## config.mk

```make
export PLATFORM = sky130hd
export DESIGN_NAME = gate_exerciser_flat
export DESIGN_NICKNAME = d
export VERILOG_FILES = /design/src/rtl/gate_exerciser_if.sv /design/src/rtl/gate_exerciser.sv /design/src/flat_wrapper.sv
export SDC_FILE = /design/constraint.sdc
export NUM_CORES = 1
export LEC_CHECK = 0
export BUFFER_PORTS_ARGS = -buffer_cell sky130_fd_sc_hd__buf_2
export CAP_MARGIN = 20
export CELL_PAD_IN_SITES_DETAIL_PLACEMENT = 0
export CELL_PAD_IN_SITES_GLOBAL_PLACEMENT = 2
export CORE_MARGIN = 10
export CORE_UTILIZATION = 30
export CTS_CLUSTER_SIZE = 10
export DETAILED_ROUTE_END_ITERATION = 8
export GPL_TIMING_DRIVEN = 0
export PLACE_DENSITY = 0.73
export SLEW_MARGIN = 20
export SYNTH_ARGS = -nofsm -noshare
export SYNTH_HDL_FRONTEND = slang
export SYNTH_SLANG_ARGS = --single-unit
```

## constraint.sdc

```tcl
create_clock -name clk -period 1.9 [get_ports clk]
set_clock_uncertainty 0.1 [all_clocks]
set_input_delay 0.19 -clock clk [delete_from_list [all_inputs] [get_ports clk]]
set_output_delay 0.19 -clock clk [all_outputs]
set_load 0.005 [all_outputs]
```

## src/rtl/gate_exerciser_if.sv

```systemverilog
`default_nettype none
// ============================================================================
//  Module      : gate_exerciser_if
//  Description : Signal bundle between a gate exerciser and its environment.
//                Carries the run handshake, the gate drive/response pair and
//                the captured result.
//  Revision    : 1.0  initial release
// ============================================================================
interface gate_exerciser_if;
    logic       start;
    logic       gate_y;
    logic       gate_a;
    logic       gate_b;
    logic       busy;
    logic       done;
    logic       pass;
    logic [3:0] truth;
    logic [3:0] mismatch;

    // Environment side: requests runs and returns the gate response.
    modport master (
        output start,
        output gate_y,
        input  gate_a,
        input  gate_b,
        input  busy,
        input  done,
        input  pass,
        input  truth,
        input  mismatch
    );

    // Exerciser side: drives the gate and reports the result.
    modport slave (
        input  start,
        input  gate_y,
        output gate_a,
        output gate_b,
        output busy,
        output done,
        output pass,
        output truth,
        output mismatch
    );
endinterface : gate_exerciser_if
`default_nettype wire

```

## src/rtl/gate_exerciser.sv

```systemverilog
`default_nettype none
// ============================================================================
//  Module      : gate_exerciser
//  Description : Walks a 2-input gate through all four input vectors, samples
//                its output after a settle window, captures a 4-bit truth
//                table and compares it against an expected table.
//  Revision    : 1.0  initial release
// ============================================================================
module gate_exerciser #(
    parameter int         SETTLE_CYCLES = 2,
    parameter logic [3:0] EXPECTED      = 4'b0111
) (
    input  logic          clk,
    input  logic          rst,
    gate_exerciser_if.slave bus
);

    // Counter is wide enough to reach SETTLE_CYCLES itself, so the increment
    // on the last settle cycle can never wrap.
    localparam int                 c_cnt_w    = $clog2(SETTLE_CYCLES) + 1;
    localparam logic [c_cnt_w-1:0] c_cnt_last = c_cnt_w'(SETTLE_CYCLES - 1);
    localparam logic [c_cnt_w-1:0] c_cnt_one  = c_cnt_w'(1);

    typedef enum logic [1:0] {
        S_IDLE   = 2'd0,
        S_SETTLE = 2'd1,
        S_SAMPLE = 2'd2,
        S_DONE   = 2'd3
    } state_t;

    state_t               r_state;
    logic [1:0]           r_idx;
    logic [c_cnt_w-1:0]   r_cnt;
    logic                 r_gate_a;
    logic                 r_gate_b;
    logic                 r_busy;
    logic                 r_done;
    logic                 r_pass;
    logic [3:0]           r_truth;

    state_t               w_state_next;
    logic [1:0]           w_idx_next;
    logic [1:0]           w_idx_inc;
    logic [c_cnt_w-1:0]   w_cnt_next;
    logic                 w_gate_a_next;
    logic                 w_gate_b_next;
    logic                 w_busy_next;
    logic                 w_done_next;
    logic                 w_pass_next;
    logic [3:0]           w_truth_next;
    logic [3:0]           w_truth_sample;

    // Next-state and next-output decode; every register defaults to holding.
    always_comb begin
        w_state_next   = r_state;
        w_idx_next     = r_idx;
        w_idx_inc      = r_idx + 2'd1;
        w_cnt_next     = r_cnt;
        w_gate_a_next  = r_gate_a;
        w_gate_b_next  = r_gate_b;
        w_busy_next    = r_busy;
        w_done_next    = 1'b0;
        w_pass_next    = r_pass;
        w_truth_next   = r_truth;
        w_truth_sample = r_truth;
        w_truth_sample[r_idx] = bus.gate_y;

        case (r_state)
            S_IDLE: begin
                w_gate_a_next = 1'b0;
                w_gate_b_next = 1'b0;
                w_busy_next   = 1'b0;
                if (bus.start) begin
                    w_state_next = S_SETTLE;
                    w_idx_next   = 2'd0;
                    w_cnt_next   = '0;
                    w_truth_next = 4'b0000;
                    w_pass_next  = 1'b0;
                    w_busy_next  = 1'b1;
                end
            end

            S_SETTLE: begin
                w_cnt_next = r_cnt + c_cnt_one;
                if (r_cnt == c_cnt_last) begin
                    w_state_next = S_SAMPLE;
                end
            end

            S_SAMPLE: begin
                w_truth_next = w_truth_sample;
                if (r_idx == 2'd3) begin
                    // Pass is judged on the table including this final sample.
                    w_state_next = S_DONE;
                    w_done_next  = 1'b1;
                    w_pass_next  = (w_truth_sample == EXPECTED);
                end else begin
                    // Next vector is applied on the same edge the sample lands.
                    w_state_next  = S_SETTLE;
                    w_idx_next    = w_idx_inc;
                    w_cnt_next    = '0;
                    w_gate_a_next = w_idx_inc[1];
                    w_gate_b_next = w_idx_inc[0];
                end
            end

            S_DONE: begin
                w_state_next  = S_IDLE;
                w_busy_next   = 1'b0;
                w_gate_a_next = 1'b0;
                w_gate_b_next = 1'b0;
            end

            default: begin
                w_state_next = S_IDLE;
            end
        endcase
    end

    // State and registered outputs; reset aborts any run and clears the table.
    always_ff @(posedge clk or posedge rst) begin
        if (rst) begin
            r_state  <= S_IDLE;
            r_idx    <= 2'd0;
            r_cnt    <= '0;
            r_gate_a <= 1'b0;
            r_gate_b <= 1'b0;
            r_busy   <= 1'b0;
            r_done   <= 1'b0;
            r_pass   <= 1'b0;
            r_truth  <= 4'b0000;
        end else begin
            r_state  <= w_state_next;
            r_idx    <= w_idx_next;
            r_cnt    <= w_cnt_next;
            r_gate_a <= w_gate_a_next;
            r_gate_b <= w_gate_b_next;
            r_busy   <= w_busy_next;
            r_done   <= w_done_next;
            r_pass   <= w_pass_next;
            r_truth  <= w_truth_next;
        end
    end

    assign bus.gate_a   = r_gate_a;
    assign bus.gate_b   = r_gate_b;
    assign bus.busy     = r_busy;
    assign bus.done     = r_done;
    assign bus.pass     = r_pass;
    assign bus.truth    = r_truth;
    assign bus.mismatch = r_truth ^ EXPECTED;

endmodule : gate_exerciser
`default_nettype wire

```

## src/flat_wrapper.sv

```systemverilog
// flat-port wrapper written by rule: the top's interface ports become plain ports
module gate_exerciser_flat 
#(
    parameter int         SETTLE_CYCLES = 2,
    parameter logic [3:0] EXPECTED      = 4'b0111
)
  (clk, rst, bus_start, bus_gate_y, bus_gate_a, bus_gate_b, bus_busy, bus_done, bus_pass, bus_truth, bus_mismatch);
  gate_exerciser_if bus_i ();
  input  logic clk;
  input  logic rst;
  input wire logic [$bits(bus_i.start)-1:0] bus_start;
  input wire logic [$bits(bus_i.gate_y)-1:0] bus_gate_y;
  output wire logic [$bits(bus_i.gate_a)-1:0] bus_gate_a;
  output wire logic [$bits(bus_i.gate_b)-1:0] bus_gate_b;
  output wire logic [$bits(bus_i.busy)-1:0] bus_busy;
  output wire logic [$bits(bus_i.done)-1:0] bus_done;
  output wire logic [$bits(bus_i.pass)-1:0] bus_pass;
  output wire logic [$bits(bus_i.truth)-1:0] bus_truth;
  output wire logic [$bits(bus_i.mismatch)-1:0] bus_mismatch;
  assign bus_i.start = bus_start;
  assign bus_i.gate_y = bus_gate_y;
  assign bus_gate_a = bus_i.gate_a;
  assign bus_gate_b = bus_i.gate_b;
  assign bus_busy = bus_i.busy;
  assign bus_done = bus_i.done;
  assign bus_pass = bus_i.pass;
  assign bus_truth = bus_i.truth;
  assign bus_mismatch = bus_i.mismatch;
  gate_exerciser #(.SETTLE_CYCLES(SETTLE_CYCLES), .EXPECTED(EXPECTED)) u_core (.clk(clk), .rst(rst), .bus(bus_i));
endmodule
```

==> results of run 1 <==
cells by family (layout without fill, tap and decap cells):
logic type	after synthesis	after routing	share of synthesized area (%)
compound gates	27	27	20.4
buf+inv	17	45	9.07
simple gates	21	21	13.5
mux	3	3	3.73
flops	15	15	40.0
fa+ha+maj	10	10	13.3
Yosys cell counts (all sizes together):
cell type,count,share of area (%)
dfrtp,15,40
inv,12,4.8
ha,10,13
a22o,6,5.6
nor2b,6,4.0
o21ai,6,3.2
buf,5,4.3
nand2,5,2.0
o22ai,5,3.3
nand2b,3,2.0
o211ai,3,2.4
mux2i,2,2.1
nand4,2,1.3
o31ai,2,1.6
o41ai,2,1.9
a31oi,1,0.67
and2,1,0.93
mux2,1,1.6
nand3,1,0.53
o21a,1,0.80
o31a,1,0.93
or2,1,0.67
or3,1,1.2
or4,1,0.80
registers in the layout, summed over array words and instances, names as in the netlist:
signal             flops
u_core.bus.gate_b      1
u_core.r_cnt           2
u_core.bus.gate_a      1
u_core.bus.done        1
u_core.bus.busy        1
u_core.bus.pass        1
u_core.r_idx           2
u_core.r_state         2
u_core.bus.truth       4
power by group through the flow:
| stage | registers, mW | logic, mW | clock network [mW] |
|---|---|---|---|
| floorplan | 0.526 | 0.617 | 0 |
| global placement | 0.539 | 0.842 | 0 |
| detailed placement | 0.544 | 0.856 | 0 |
| CTS | 0.533 | 0.906 | 0.200 |
| global route | 0.554 | 1.10 | 0.211 |
| finish | 0.533 | 0.982 | 0.199 |
cell type report:
cell class / count / area [sq um] / share of cell area [%]
multi-input cells: 61 / 495 / 41.9
flip-flops and latches: 15 / 378 / 31.9
repair buffers: 25 / 148 / 12.5
well taps: 44 / 55.1 / 4.65
inverters: 12 / 45.0 / 3.81
plain buffers: 4 / 35.0 / 2.96
clock buffers: 3 / 22.5 / 1.90
clock inverters: 1 / 5.00 / 0.423
critical path, stage by stage (launching register included):
cell	delay, ps
dfrtp_1	380
inv_2	60
ha_2	180
buf_6	120
and2_4	150
buf_6	120
or3_4	390
mux2_4	310
metrics by stage:
stage | hold slack, ps | setup slack, ps
after floorplan | -8.52 | 42.8
after detailed placement | 197 | -95.3
final | 89.6 | -1.17
after CTS | 85.9 | 3.92
after global placement | 199 | -85.8
after global routing | 104 | -50.1
per-layer routing:
layer | GRT usage, % | wire (um) | vias up | part of all wire [%]
met4 | 5.68 | 70 | 0 | 3.1
met5 | 0 | 0 | - | 0
li1 | - | - | 385 | -
met2 | 12.9 | 1110 | 11 | 50
met1 | 8.85 | 1030 | 357 | 46
met3 | 0.708 | 27 | 7 | 1.2
worst max-delay path by stage:
stage / from / endpoint / slack, ps / cells past startpoint
after floorplan: u_core.r_state[0] / u_core.r_cnt[0] / 40 / 7
after global placement: u_core.r_state[1] / u_core.r_cnt[0] / -90 / 6
after detailed placement: u_core.r_state[0] / u_core.r_cnt[0] / -100 / 6
after CTS: u_core.r_state[0] / u_core.r_cnt[0] / 4 / 7
after global routing: u_core.r_state[0] / u_core.r_cnt[0] / -50 / 7
final: u_core.r_state[0] / u_core.r_cnt[0] / -1 / 7
timing repair:
item | in CTS | in global routing
setup endpoints to repair | 2 | 2
endpoints found under the hold margin | 15 | 0
hold buffers | 1 | 0
pin swaps | 0 | 1
resized for setup | 3 | 5
buffers inserted | 2 | 6
==> flow_metrics.tcl, run 1 <==
set metrics [dict create \
    grt_max_degree 16 \
    power.density_nw_per_um2 1450 \
    utilization_pct 39.1 \
    clock_power_share_pct 11.6 \
    num_rows 20 \
    min_path_type "in2reg" \
    clock_latency_ps 290 \
    max-slew-margin-rel_pct 56.7 \
    die_height_um 75.9 \
    wl_um 2250 \
    power.internal_mw 1.02 \
    vdd_ir_drop_max_mv 0.438 \
    netlist_instances 93 \
    violations "negative setup slack" \
    drv_slew 0 \
    place.gp.congestion 0.719 \
    grt_pass1_wl_um 3750 \
    period_minus_slack_ps 1900 \
    timing.fmax_mhz 526 \
    tritoncts "yes" \
    leakage_nw 0.573 \
    hold_path_end "u_core.bus.busy" \
    reg2reg_slack_ps -1 \
    cts_buffer_depth 2 \
    ys_ff_latch 15 \
    initialDrtViolationCount 28 \
    syn_avg_cell_area_sq_um 10.1 \
    syn_area_sq_um 938 \
    p_sw_share_pct 40.7 \
    finalHoldViolCount 0 \
    io_pins 17 \
    cts.sinks 15 \
    layout_commonest_cell "buf_2" \
    drive_above_1_share_pct 36.4 \
    synth_warnings 0 \
    core_area_sq_um 3030 \
    p_seq_share_pct 31.1 \
    arrival_ps 1990 \
    power_mw 1.71 \
    fin_setup_tns_ps -1.17 \
    status "finished, violations left" \
    syn2layout_area_growth_pct 26.1 \
    rsz0062_at_grt "yes" \
    holdPathStages 3 \
    start_kind "flop" \
    dieArea_sq_um 5770 \
    start_util_pct 31.0 \
    end_kind "flop" \
    fin_nets 136 \
    hold_start "bus_start" \
    most-common-layout-cells "buf_2, dfrtp_1, inv_1, buf_4, ha_1" \
    placed_area_sq_um 1070 \
    path_clk_slew_ps 100 \
    r2r-start "u_core.r_state[0]" \
    pwr-share-comb_pct 57.3 \
    nFillCells 307 \
    place_inst 153 \
    post-dp-hpwl_um 1600 \
    vias 760 \
    worst_pin_slew_ps 632 \
    reg2regPathDepth 7 \
    p_sw_uw 697 \
    layout_setup_ws_ps -1.17 \
    port_buffers 16 \
    cap_violations 0 \
    synth.distinct_cells 26 \
    instances_no_fill 165 \
    remaining_drc_errors 0 \
    ant_nets 0 \
    grtUsageTotal_pct 7.70 \
    antennaDiodeCount 0 \
    grt_pass1_vias 782 \
    h-tree-depth 1 \
    drtPass1Iterations 4 \
    r2r_end "u_core.r_cnt[0]" \
    viasPerCell 4.61 \
    crit_type "reg2reg" \
    root_buffer "clkbuf_4" \
    worstPathRequired_ps 1990 \
    syn-num-nets 107 \
    wl_per_cell_um 13.6 \
    ys_seq_area_share_pct 40.0 \
    setup-violations-final 1 \
    grt_antenna_before_repair 0 \
    cts_buffers 3 \
    overflow 0 \
    path_max_fanout 6 \
    die_x_um 75.9 \
    design_area_sq_um 1180 \
    fin_crit_sh_pct 100 \
]
No activity file was read; power rests on OpenSTA's default activity.
==> run 2, diff against run 1 <==
- ABC_AREA: unset -> 1
- CORE_UTILIZATION: 30 -> 28
- CTS_CLUSTER_DIAMETER: unset -> 60
==> run 2 against run 1 <==
Compared with the run above: the flow now finishes without violations; sequential cell count is the same; global-route usage shrank 0.74 points; wire length shrank 17%; register-to-register slack gained 440 ps; area after synthesis shrank 2.3%; largest cell class unchanged; highest routed layer unchanged.
==> flow_metrics.tcl, run 2 <==
set metrics [dict create \
    io_pins 17 \
    post-dp-hpwl_um 1510 \
    ant_nets 0 \
    core_area_sq_um 3100 \
    min_path_type "in2reg" \
    worstPathRequired_ps 1980 \
    wl_per_cell_um 10.6 \
    grt_pass1_vias 741 \
    timing.fmax_mhz 684 \
    grt_pass1_wl_um 3400 \
    viasPerCell 4.07 \
    r2r_end "u_core.r_cnt[0]" \
    cap_violations 0 \
    die_height_um 77.2 \
    synth_warnings 0 \
    placed_area_sq_um 1050 \
    crit_path_cell_trace "inv_1, ha_1, buf_6, nand2_4, inv_4, nor2_2, nand2_2, nand2_1, o21ai_1" \
    grt_antenna_before_repair 0 \
    synth-edff-count 0 \
    die_x_um 77.2 \
    remaining_drc_errors 0 \
    end_kind "flop" \
    yosys.area_share.simple_pct 22.4 \
    busiest_layer "met2" \
    fin_crit_sh_pct 77.0 \
    slowest_stage "dfrtp_1" \
    yosysMostFrequentCell "nand2_1" \
    met3_usage_pct 3.73 \
    synth_top_area_cell "dfrtp_1" \
    syn2layout_area_growth_pct 18.7 \
    hold_path_end "u_core.bus.busy" \
    synthTopCellsByCount "nand2_1, inv_1, dfrtp_1, ha_1, o21ai_0" \
    vdd_ir_drop_max_mv 0.583 \
    most-common-layout-cells "nand2_1, inv_1, buf_2, dfrtp_1, ha_1" \
    reg2regPathDepth 9 \
    dieArea_sq_um 5960 \
    tritoncts "yes" \
    synth_ff_type "dfrtp_1" \
    largest_register_ffs 4 \
    crit_type "reg2reg" \
    postCtsResizedCells 0 \
    fin_setup_tns_ps 0 \
    cts_buffers 3 \
    start_kind "flop" \
    antennaDiodeCount 0 \
    reg2reg_slack_ps 440 \
    max_stage_delay_ps 410 \
    start_util_pct 29.6 \
    leakage_nw 0.611 \
    cts.sinks 15 \
    finalHoldViolCount 0 \
    layout_commonest_cell "nand2_1" \
    fin_nets 147 \
    drive_above_1_share_pct 24.2 \
    yosys.area_share.xor_xnor_pct 0 \
    holdPathStages 3 \
    ys_ff_latch 15 \
    period_minus_slack_ps 1460 \
    h-tree-depth 1 \
    syn-num-nets 125 \
    nFillCells 356 \
    synth-compound-area-share_pct 10.1 \
    r2r-start "u_core.r_state[0]" \
    root_buffer "clkbuf_4" \
    grtUsageMet1_pct 7.60 \
    async_flop_share_pct 100 \
    drtPass1Iterations 4 \
    clock_latency_ps 290 \
    post_cts_buffers 0 \
    syn_avg_cell_area_sq_um 8.26 \
    worst_pin_slew_ps 576 \
    cts_buffer_depth 2 \
    path_max_fanout 8 \
    grtUsageTotal_pct 6.96 \
    num_rows 20 \
    vias 717 \
    synthMuxAreaShare_pct 0 \
    place.gp.congestion 0.757 \
    overflow 0 \
    initialDrtViolationCount 20 \
    synth_top_family_by_area "simple AND/OR/NAND/NOR gates" \
    port_buffers 16 \
    wl_um 1860 \
    syn_area_sq_um 917 \
    synth.distinct_cells 20 \
    hold_start "bus_start" \
    setup-violations-final 0 \
    power_mw 1.36 \
    arrival_ps 1540 \
    status "finished, final reports clean" \
    synthAdderAreaFrac_pct 13.6 \
    design_area_sq_um 1090 \
    max-slew-margin-rel_pct 61.6 \
    drv_slew 0 \
    path_clk_slew_ps 90 \
    grt_max_degree 16 \
    groute.layer.met2.usage_pct 11.3 \
    utilization_pct 35.1 \
    ys_seq_area_share_pct 40.9 \
    yosys.area.top_type_share_pct 40.9 \
    netlist_instances 111 \
    rsz0062_at_grt "no" \
    synthTopCellsByArea "dfrtp_1, ha_1, nand2_1, inv_1, nand2_4" \
    power.density_nw_per_um2 1250 \
]
[run 2: area by class of cell]
type                    instances  area, sq um  share of cell area (%)
well taps                      44         55.1                    5.06
repair buffers                 17         90.1                    8.28
flip-flops and latches         15          375                    34.5
clock buffers                   4         26.3                    2.41
inverters                      26          100                    9.20
plain buffers                   2         18.8                    1.72
multi-input cells              68          423                    38.9
[run 2: power breakdown]
part	internal, mW	switching [mW]	total [mW]	leakage (nW)
Combinational	0.276	0.424	0.700	0.394
Sequential	0.411	0.0616	0.472	0.202
Clock	0.0816	0.110	0.191	0.0150
[run 2: worst max-delay path: cells and delay by family, from the launching register on]
family	cells	cell delay [ps]
compound gates	1	60
fa+ha+maj	1	210
buf+inv	3	280
flops	1	410
simple gates	4	310
[run 2: worst max path at each step]
stage | from | end | slack [ps]
6_report | u_core.r_state[0] | u_core.r_cnt[0] | 440
3_3_place_gp | u_core.r_state[0] | u_core.bus.gate_b | 470
5_1_grt | u_core.r_state[0] | u_core.bus.gate_b | 270
3_5_place_dp | u_core.r_state[0] | u_core.r_cnt[0] | 440
4_1_cts | u_core.r_state[0] | u_core.r_cnt[0] | 430
2_1_floorplan | u_core.r_state[0] | u_core.r_cnt[0] | 560
[run 2: timing repair]
| action | 4_1_cts | 5_1_grt |
|---|---|---|
| hold buffers | 1 | 0 |
| hold endpoints to repair | 15 | 0 |
| setup endpoints to repair | 0 | 0 |
[run 2: kinds of logic (layout without fill, tap and decap cells)]
logic type | Yosys count | in the layout
flops | 15 | 15
compound gates | 17 | 17
simple gates | 41 | 41
buf+inv | 28 | 49
fa+ha+maj | 10 | 10
[run 2: through the flow]
| stage | instances | setup WS [ps] | hold slack [ps] |
|---|---|---|---|
| after floorplan | 111 | 564 | -8.52 |
| after global placement | 171 | 471 | 213 |
| after detailed placement | 171 | 441 | 200 |
| after global routing | 176 | 270 | 118 |
| after CTS | 176 | 426 | 98.1 |
| final | 176 | 437 | 105 |
[run 2: layer usage]
layer	share of wire (%)	vias to the layer above
met5	0	-
met2	46	15
li1	-	375
met4	0.91	0
met1	45	325
met3	8.3	2
